`src/rtl/bk_kbd_pkg.sv`:
```
// ============================================================================
// bk_kbd_pkg : shared addresses, vectors and FIFO entry type for the keyboard
// Rev 1.0
// ============================================================================
`default_nettype none

package bk_kbd_pkg;

  localparam logic [15:0] KBD_CSR_ADDR  = 16'o177660;
  localparam logic [15:0] KBD_DATA_ADDR = 16'o177662;
  localparam logic [15:0] VEC_KBD       = 16'o000060;
  localparam logic [15:0] VEC_KBD_AR2   = 16'o000274;

  typedef struct packed {
    logic       ar2;
    logic [6:0] code;
  } kbd_entry_t;

endpackage

`default_nettype wire

```
`src/rtl/bk_kbd_regs_fifo.sv`:
```
// ============================================================================
// kbd_fifo : key-code FIFO with wrap-around pointers and an occupancy count
// Rev 1.0
// ============================================================================
`default_nettype none

module kbd_fifo
  import bk_kbd_pkg::*;
#(
  parameter int FIFO_DEPTH = 4
) (
  input  logic       clk_sys,
  input  logic       reset_n,
  input  logic       push,
  input  kbd_entry_t push_data,
  input  logic       pop,
  output kbd_entry_t head,
  output logic       empty,
  output logic       full
);

  localparam int                 C_PTR_W   = $clog2(FIFO_DEPTH);
  localparam logic [C_PTR_W-1:0] C_PTR_ONE = 1;
  localparam logic [C_PTR_W:0]   C_CNT_ONE = 1;
  localparam logic [C_PTR_W:0]   C_FULL    = FIFO_DEPTH[C_PTR_W:0];

  kbd_entry_t         r_mem [FIFO_DEPTH];
  logic [C_PTR_W-1:0] r_wr_ptr;
  logic [C_PTR_W-1:0] r_rd_ptr;
  logic [C_PTR_W:0]   r_count;
  logic               w_do_push;
  logic               w_do_pop;

  // Admission is decided on the current count only, so a same-cycle pop never frees room for a push
  assign w_do_push = push & ~full;
  assign w_do_pop  = pop & ~empty;
  assign empty     = (r_count == '0);
  assign full      = (r_count == C_FULL);
  assign head      = r_mem[r_rd_ptr];

  always_ff @(posedge clk_sys or negedge reset_n) begin
    if (!reset_n) begin
      r_wr_ptr <= '0;
      r_rd_ptr <= '0;
      r_count  <= '0;
    end else begin
      if (w_do_push) r_wr_ptr <= r_wr_ptr + C_PTR_ONE;
      if (w_do_pop)  r_rd_ptr <= r_rd_ptr + C_PTR_ONE;
      case ({w_do_push, w_do_pop})
        2'b10:   r_count <= r_count + C_CNT_ONE;
        2'b01:   r_count <= r_count - C_CNT_ONE;
        default: r_count <= r_count;
      endcase
    end
  end

  always_ff @(posedge clk_sys) begin
    if (w_do_push) r_mem[r_wr_ptr] <= push_data;
  end

endmodule

`default_nettype wire

```
`src/rtl/bk_kbd_regs.sv`:
```
// ============================================================================
// bk_kbd_regs : BK keyboard registers 177660/177662, key FIFO and vector 60/274
// requests. Define KBD_OVERRUN_EN for the sticky overrun flag in bit 15.
// Rev 1.0
// ============================================================================
`default_nettype none

module bk_kbd_regs
  import bk_kbd_pkg::*;
#(
  parameter int FIFO_DEPTH = 4
) (
  input  logic        clk_sys,
  input  logic        reset_n,
  input  logic        ce_bus,
  input  logic        bus_sync,
  input  logic [15:0] bus_addr,
  input  logic        bus_we,
  input  logic [1:0]  bus_wtbt,
  input  logic        bus_stb,
  input  logic [15:0] bus_din,
  output logic [15:0] bus_dout,
  output logic        bus_ack,
  input  logic        key_valid,
  input  logic [6:0]  key_code,
  input  logic        key_ar2,
  output logic        key_ready,
  output logic        virq_req60,
  output logic        virq_req274,
  input  logic        virq_ack60,
  input  logic        virq_ack274
);

  logic       r_sel660;
  logic       r_sel662;
  logic       r_ack;
  logic       r_rd660;
  logic       r_rd662;
  logic       r_mask;
  logic       r_acked;
  logic       w_ovr_bit;
  logic       w_empty;
  logic       w_full;
  kbd_entry_t w_head;
  kbd_entry_t w_push_data;
  logic       w_push_ok;
  logic       w_pop;
  logic       w_rd660_done;
  logic       w_mask_wr;
  logic       w_req;
  logic       w_taken;
  logic       w_unused;

  assign w_push_data  = '{ar2: key_ar2, code: key_code};
  assign w_push_ok    = key_valid & ~w_full;
  assign w_pop        = r_rd662 & ~bus_stb;
  assign w_rd660_done = r_rd660 & ~bus_stb;
  assign w_mask_wr    = ce_bus & bus_stb & bus_we & r_sel660 & bus_wtbt[0];
  assign w_unused     = ^{bus_din[15:7], bus_din[5:0], bus_addr[0], bus_wtbt[1]};

  kbd_fifo #(
    .FIFO_DEPTH (FIFO_DEPTH)
  ) u_fifo (
    .clk_sys   (clk_sys),
    .reset_n   (reset_n),
    .push      (key_valid),
    .push_data (w_push_data),
    .pop       (w_pop),
    .head      (w_head),
    .empty     (w_empty),
    .full      (w_full)
  );

  always_ff @(posedge clk_sys or negedge reset_n) begin
    if (!reset_n) begin
      r_sel660 <= 1'b0;
      r_sel662 <= 1'b0;
      r_ack    <= 1'b0;
      r_rd660  <= 1'b0;
      r_rd662  <= 1'b0;
    end else begin
      if (!bus_sync) begin
        r_sel660 <= 1'b0;
        r_sel662 <= 1'b0;
      end else begin
        if (bus_addr[15:1] == KBD_CSR_ADDR[15:1])  r_sel660 <= 1'b1;
        if (bus_addr[15:1] == KBD_DATA_ADDR[15:1]) r_sel662 <= 1'b1;
      end
      if (ce_bus) begin
        if (bus_stb && (r_sel660 || r_sel662)) r_ack <= 1'b1;
        else if (!bus_stb)                     r_ack <= 1'b0;
      end
      // Read-in-progress flags; their fall marks the completion of the read
      if (!bus_stb) begin
        r_rd660 <= 1'b0;
        r_rd662 <= 1'b0;
      end else if (!bus_we) begin
        if (r_sel660) r_rd660 <= 1'b1;
        if (r_sel662) r_rd662 <= 1'b1;
      end
    end
  end

  // A request is live while a head exists, interrupts are enabled and this head is not yet taken
  assign w_req       = ~r_mask & ~w_empty & ~r_acked;
  assign virq_req60  = w_req & ~w_head.ar2;
  assign virq_req274 = w_req & w_head.ar2;
  assign w_taken     = (virq_ack60 & virq_req60) | (virq_ack274 & virq_req274);

  always_ff @(posedge clk_sys or negedge reset_n) begin
    if (!reset_n) begin
      r_mask  <= 1'b0;
      r_acked <= 1'b0;
    end else begin
      if (w_mask_wr) r_mask <= bus_din[6];
      if (w_pop || (w_push_ok && w_empty) || w_mask_wr) r_acked <= 1'b0;
      else if (w_taken)                                 r_acked <= 1'b1;
    end
  end

`ifdef KBD_OVERRUN_EN
  logic r_ovr;
  always_ff @(posedge clk_sys or negedge reset_n) begin
    if (!reset_n)                  r_ovr <= 1'b0;
    else if (key_valid && w_full)  r_ovr <= 1'b1;
    else if (w_rd660_done)         r_ovr <= 1'b0;
  end
  assign w_ovr_bit = r_ovr;
`else
  assign w_ovr_bit = 1'b0;
`endif

  always_comb begin
    bus_dout = 16'h0000;
    if (r_sel660 && !bus_we)
      bus_dout = {w_ovr_bit, 7'b0, ~w_empty, r_mask, 6'b0};
    else if (r_sel662 && !bus_we && !w_empty)
      bus_dout = {9'b0, w_head.code};
  end

  assign bus_ack   = r_ack;
  assign key_ready = ~w_full;

endmodule

`default_nettype wire

```
`config.mk`:
```
export PLATFORM = sky130hd
export DESIGN_NAME = bk_kbd_regs
export DESIGN_NICKNAME = d
export VERILOG_FILES = /design/src/rtl/bk_kbd_pkg.sv /design/src/rtl/bk_kbd_regs_fifo.sv /design/src/rtl/bk_kbd_regs.sv
export SDC_FILE = /design/constraint.sdc
export NUM_CORES = 1
export LEC_CHECK = 0
export CAP_MARGIN = 5
export CORE_ASPECT_RATIO = 1.1
export CORE_MARGIN = 3
export CORE_UTILIZATION = 45
export CTS_CLUSTER_SIZE = 8
export DETAILED_ROUTE_END_ITERATION = 10
export HOLD_SLACK_MARGIN = 0.15
export PLACE_DENSITY = 0.8
export SYNTH_ARGS = -nofsm -noshare
export SYNTH_HDL_FRONTEND = slang
export SYNTH_SLANG_ARGS = --single-unit
```
`constraint.sdc`:
```
create_clock -name clk_sys -period 2.7 [get_ports clk_sys]
set_input_delay 0.27 -clock clk_sys [delete_from_list [all_inputs] [get_ports clk_sys]]
set_output_delay 0.27 -clock clk_sys [all_outputs]
set_load 0.02 [all_outputs]
```
==> results.md <==
- Achievable clock frequency: 387 MHz
- CTS buffer count: 5
- Worst Setup Path Type: flop to primary output
- Critical path endpoint category: primary output
- H-tree levels: 2
- Min-delay worst type: primary input to async pin
- 1st-pass router iterations: 4
- LEAKAGE: 1.10 nW
- Period utilization: approximately 96%
- R2R Path Start: u_fifo.r_count[0]
- YS warnings: 0
- CP max FO: 6
- # diodes: 0
- Area Growth Syn to Fin: 30.7%
- Via/cell ratio: about 5
- Final Util: between 60% and 70%
- Total track usage: between 15 and 20%
- Synth Area in Simple Gates: roughly a tenth
- Hold-fix buffers, CTS: 0
- Slowest-stage cell, CP: or4b_2
- Crit-path max cell delay: 0.63 ns
- Critical Path Start Type: flop
- Num ports: between 70 and 80
- CTS tree: yes
- Most frequent cells in the layout: 40 x clkdlybuf4s50_1, 32 x edfxtp_1, 13 x dfrtp_1
- Relative slew slack: between 60% and 70%
- Compound-Gate Fraction of Synth Area: about 2.4%
- Residual DRC count: 0
- First-pass GRT wire length: between 6 and 7 mm
- # fillers: approximately 310
- Vias in the first global route: about 1300
- Gpl congestion: 0.788
- Reg2reg end: u_fifo.r_count[2]
- Post-synth top flop: edfxtp_1
- Cell row count: 24
- Maximum buffer depth of the clock tree: 2
- Routed via count: 1224
- Max Cap Viol: 0
- FFs w/ async S/R, synth: approximately 29%
- Core Region: 4140 um2
- Post-DR wirelength/cell: 16.1 um
- Post-DP HPWL: roughly 3 mm
- WP buf/inv: 2
- Port Buffers: between 40 and 50
- Setup crit start: u_fifo.r_count[2]
- Total gr overflow: 0
- Yosys reg bits: 45
- Status: finished clean
- Final WL: around 3.9 mm
- Fin worst setup slack: about 0.12 ns
- Mean Syn Cell Area: ~15 um2
- Height of the die: around 76 um
- Unique masters post-synth: 33
- Post-Synth Adder-Cell Area: between 4 and 5%
- Peak VDD IR: 514 uV
- Layout cell share with drive strength beyond 1: a little over an eighth
- FF-to-FF setup slack: just under 0.6 ns
- Post-synth EDFFs: 32
- Worst r2r path cells: 10
- Post-synthesis mux area share: a little over a tenth
- Max-slew violations: 0
- Synth Cell Area: 2010 um2
- Crit-path leading delay family: simple AND/OR/NAND/NOR gates
- Post-route ant nets: 0
- Commonest non-fill, non-tap cell in the layout: clkdlybuf4s50_1
- CTS Sinks: 45
- Worst skew pair latency: around 0.30 ns
- Root Buffer: clkbuf_8
- RSZ-0062 raised after global routing: false
- Largest family of logic cells by synthesized area: simple AND/OR/NAND/NOR gates
- Worst-margin pin slew: ~0.57 ns
- Drt first-iter violations: 67
- Worst path required time: between 2 and 2.5 ns
- Worst Skew: between 0.003 and 0.004 ns
- Arrival time worst endpoint: 2.31 ns
- Post-Synth XOR/XNOR Area: approximately 2.6%
- DIE AREA: approximately 5300 um2
- Largest net degree at the start of global routing: 14
- Nets: 244
- Die X: approximately 70 um
- Post-synthesis sequential area ratio: a little under two thirds
- Pwr Density: between 600 and 700 nW/um2
- Finish-stage setup viols: 0
- Antenna violations before repair: 0
- Hold Violations, Final: 0
- Min cycle time layout: about 2.6 ns
- Initial core utilization: about 50%
- Mapped Cells: between 100 and 150
- Setup TNS: 0 ns
- Pre-CTS worst setup slack: roughly 0.096 ns
- Total Power: between 0.0015 and 0.002 W
- Critical path cell sequence: nor3_1 > or4b_2 > buf_4 > nor2b_1 > clkdlybuf4s50_1
- Clock transition at path regs: roughly 0.080 ns
-- power by group --
part           internal [W]  switching (W)  total, W
logic              0.000194       0.000225  0.000419
registers          0.000896      0.0000606  0.000957
clock network      0.000231       0.000216  0.000447
total               0.00132       0.000502   0.00182
-- cell usage after synthesis, types with 3 or more instances --
library cell / instances / area share, %
inv_1: 11 / 2.1
xnor2_1: 3 / 1.3
xor2_1: 3 / 1.3
nand2_1: 4 / 0.75
buf_4: 8 / 3.0
edfxtp_1: 32 / 48
dfrtp_1: 13 / 16
nor2b_1: 6 / 1.9
and3_1: 5 / 1.6
nand3_1: 4 / 1.0
mux4_2: 8 / 9.0
ha_1: 5 / 3.1
nor2_1: 5 / 0.93
-- flip-flops by register name (all words and copies together), names as in the netlist --
register / cells
u_fifo.r_mem: 32
u_fifo.r_count: 3
u_fifo.r_rd_ptr: 2
u_fifo.r_wr_ptr: 2
bus_ack: 1
r_acked: 1
r_mask: 1
r_rd662: 1
r_sel660: 1
r_sel662: 1
-- worst register-to-register path: stages, from the launching register on --
cell,delay [ns]
dfrtp_1,0.41
inv_1,0.10
nand3_1,0.17
and2_1,0.26
inv_1,0.07
ha_1,0.17
inv_1,0.06
fa_1,0.37
xor2_1,0.15
nor2_1,0.11
xor2_1,0.16
-- layout make-up --
class,count,area (um2),area share (%)
Tap cell,52,65.1,2.48
Sequential cell,45,1290,48.9
Inverter,11,41.3,1.57
Multi-Input combinational cell,75,642,24.4
Clock inverter,1,5.00,0.190
Clock buffer,7,96.3,3.66
Timing Repair Buffer,49,493,18.8
-- layer usage --
metal	track usage [%]	vias up	wire, um
li1	-	576	-
met4	8.43	0	92
met5	0	-	0
met1	18.1	609	1480
met3	5.28	10	172
met2	27.6	29	2130
-- how the worst max path moves through the flow --
stage                                   end  slack (ns)  cells past startpoint
final                           bus_dout[0]        0.12                      5
after global routing            bus_dout[6]        0.02                      4
after CTS                       bus_dout[5]        0.05                      5
after detailed placement        bus_dout[3]         0.1                      5
after global placement          bus_dout[5]        0.10                      5
after floorplan           u_fifo.r_count[2]        0.61                     10
-- through the flow --
stage               cells  hold WS, ns  cell area (um2)
floorplan             141      -0.0256             2040
global placement      232        0.478             2510
detailed placement    232        0.502             2510
CTS                   240        0.347             2620
global route          240        0.376             2630
finish                240        0.335             2630
-- kinds of logic (layout without fill, tap and decap cells) --
logic type	Yosys count	count (layout)
AO/OA/AOI/OAI	8	8
XOR/XNOR	6	6
adder cells (fa/ha/maj)	6	6
buffers and inverters	21	68
flip-flops	45	45
multiplexers	11	11
other	1	8
AND/OR/NAND/NOR	36	36
-- repair_timing --
action                     CTS  global route
setup endpoints to repair    0             5
setup buffers                0             0
resized for setup            0             5
Power figures use the tool's default switching activity.
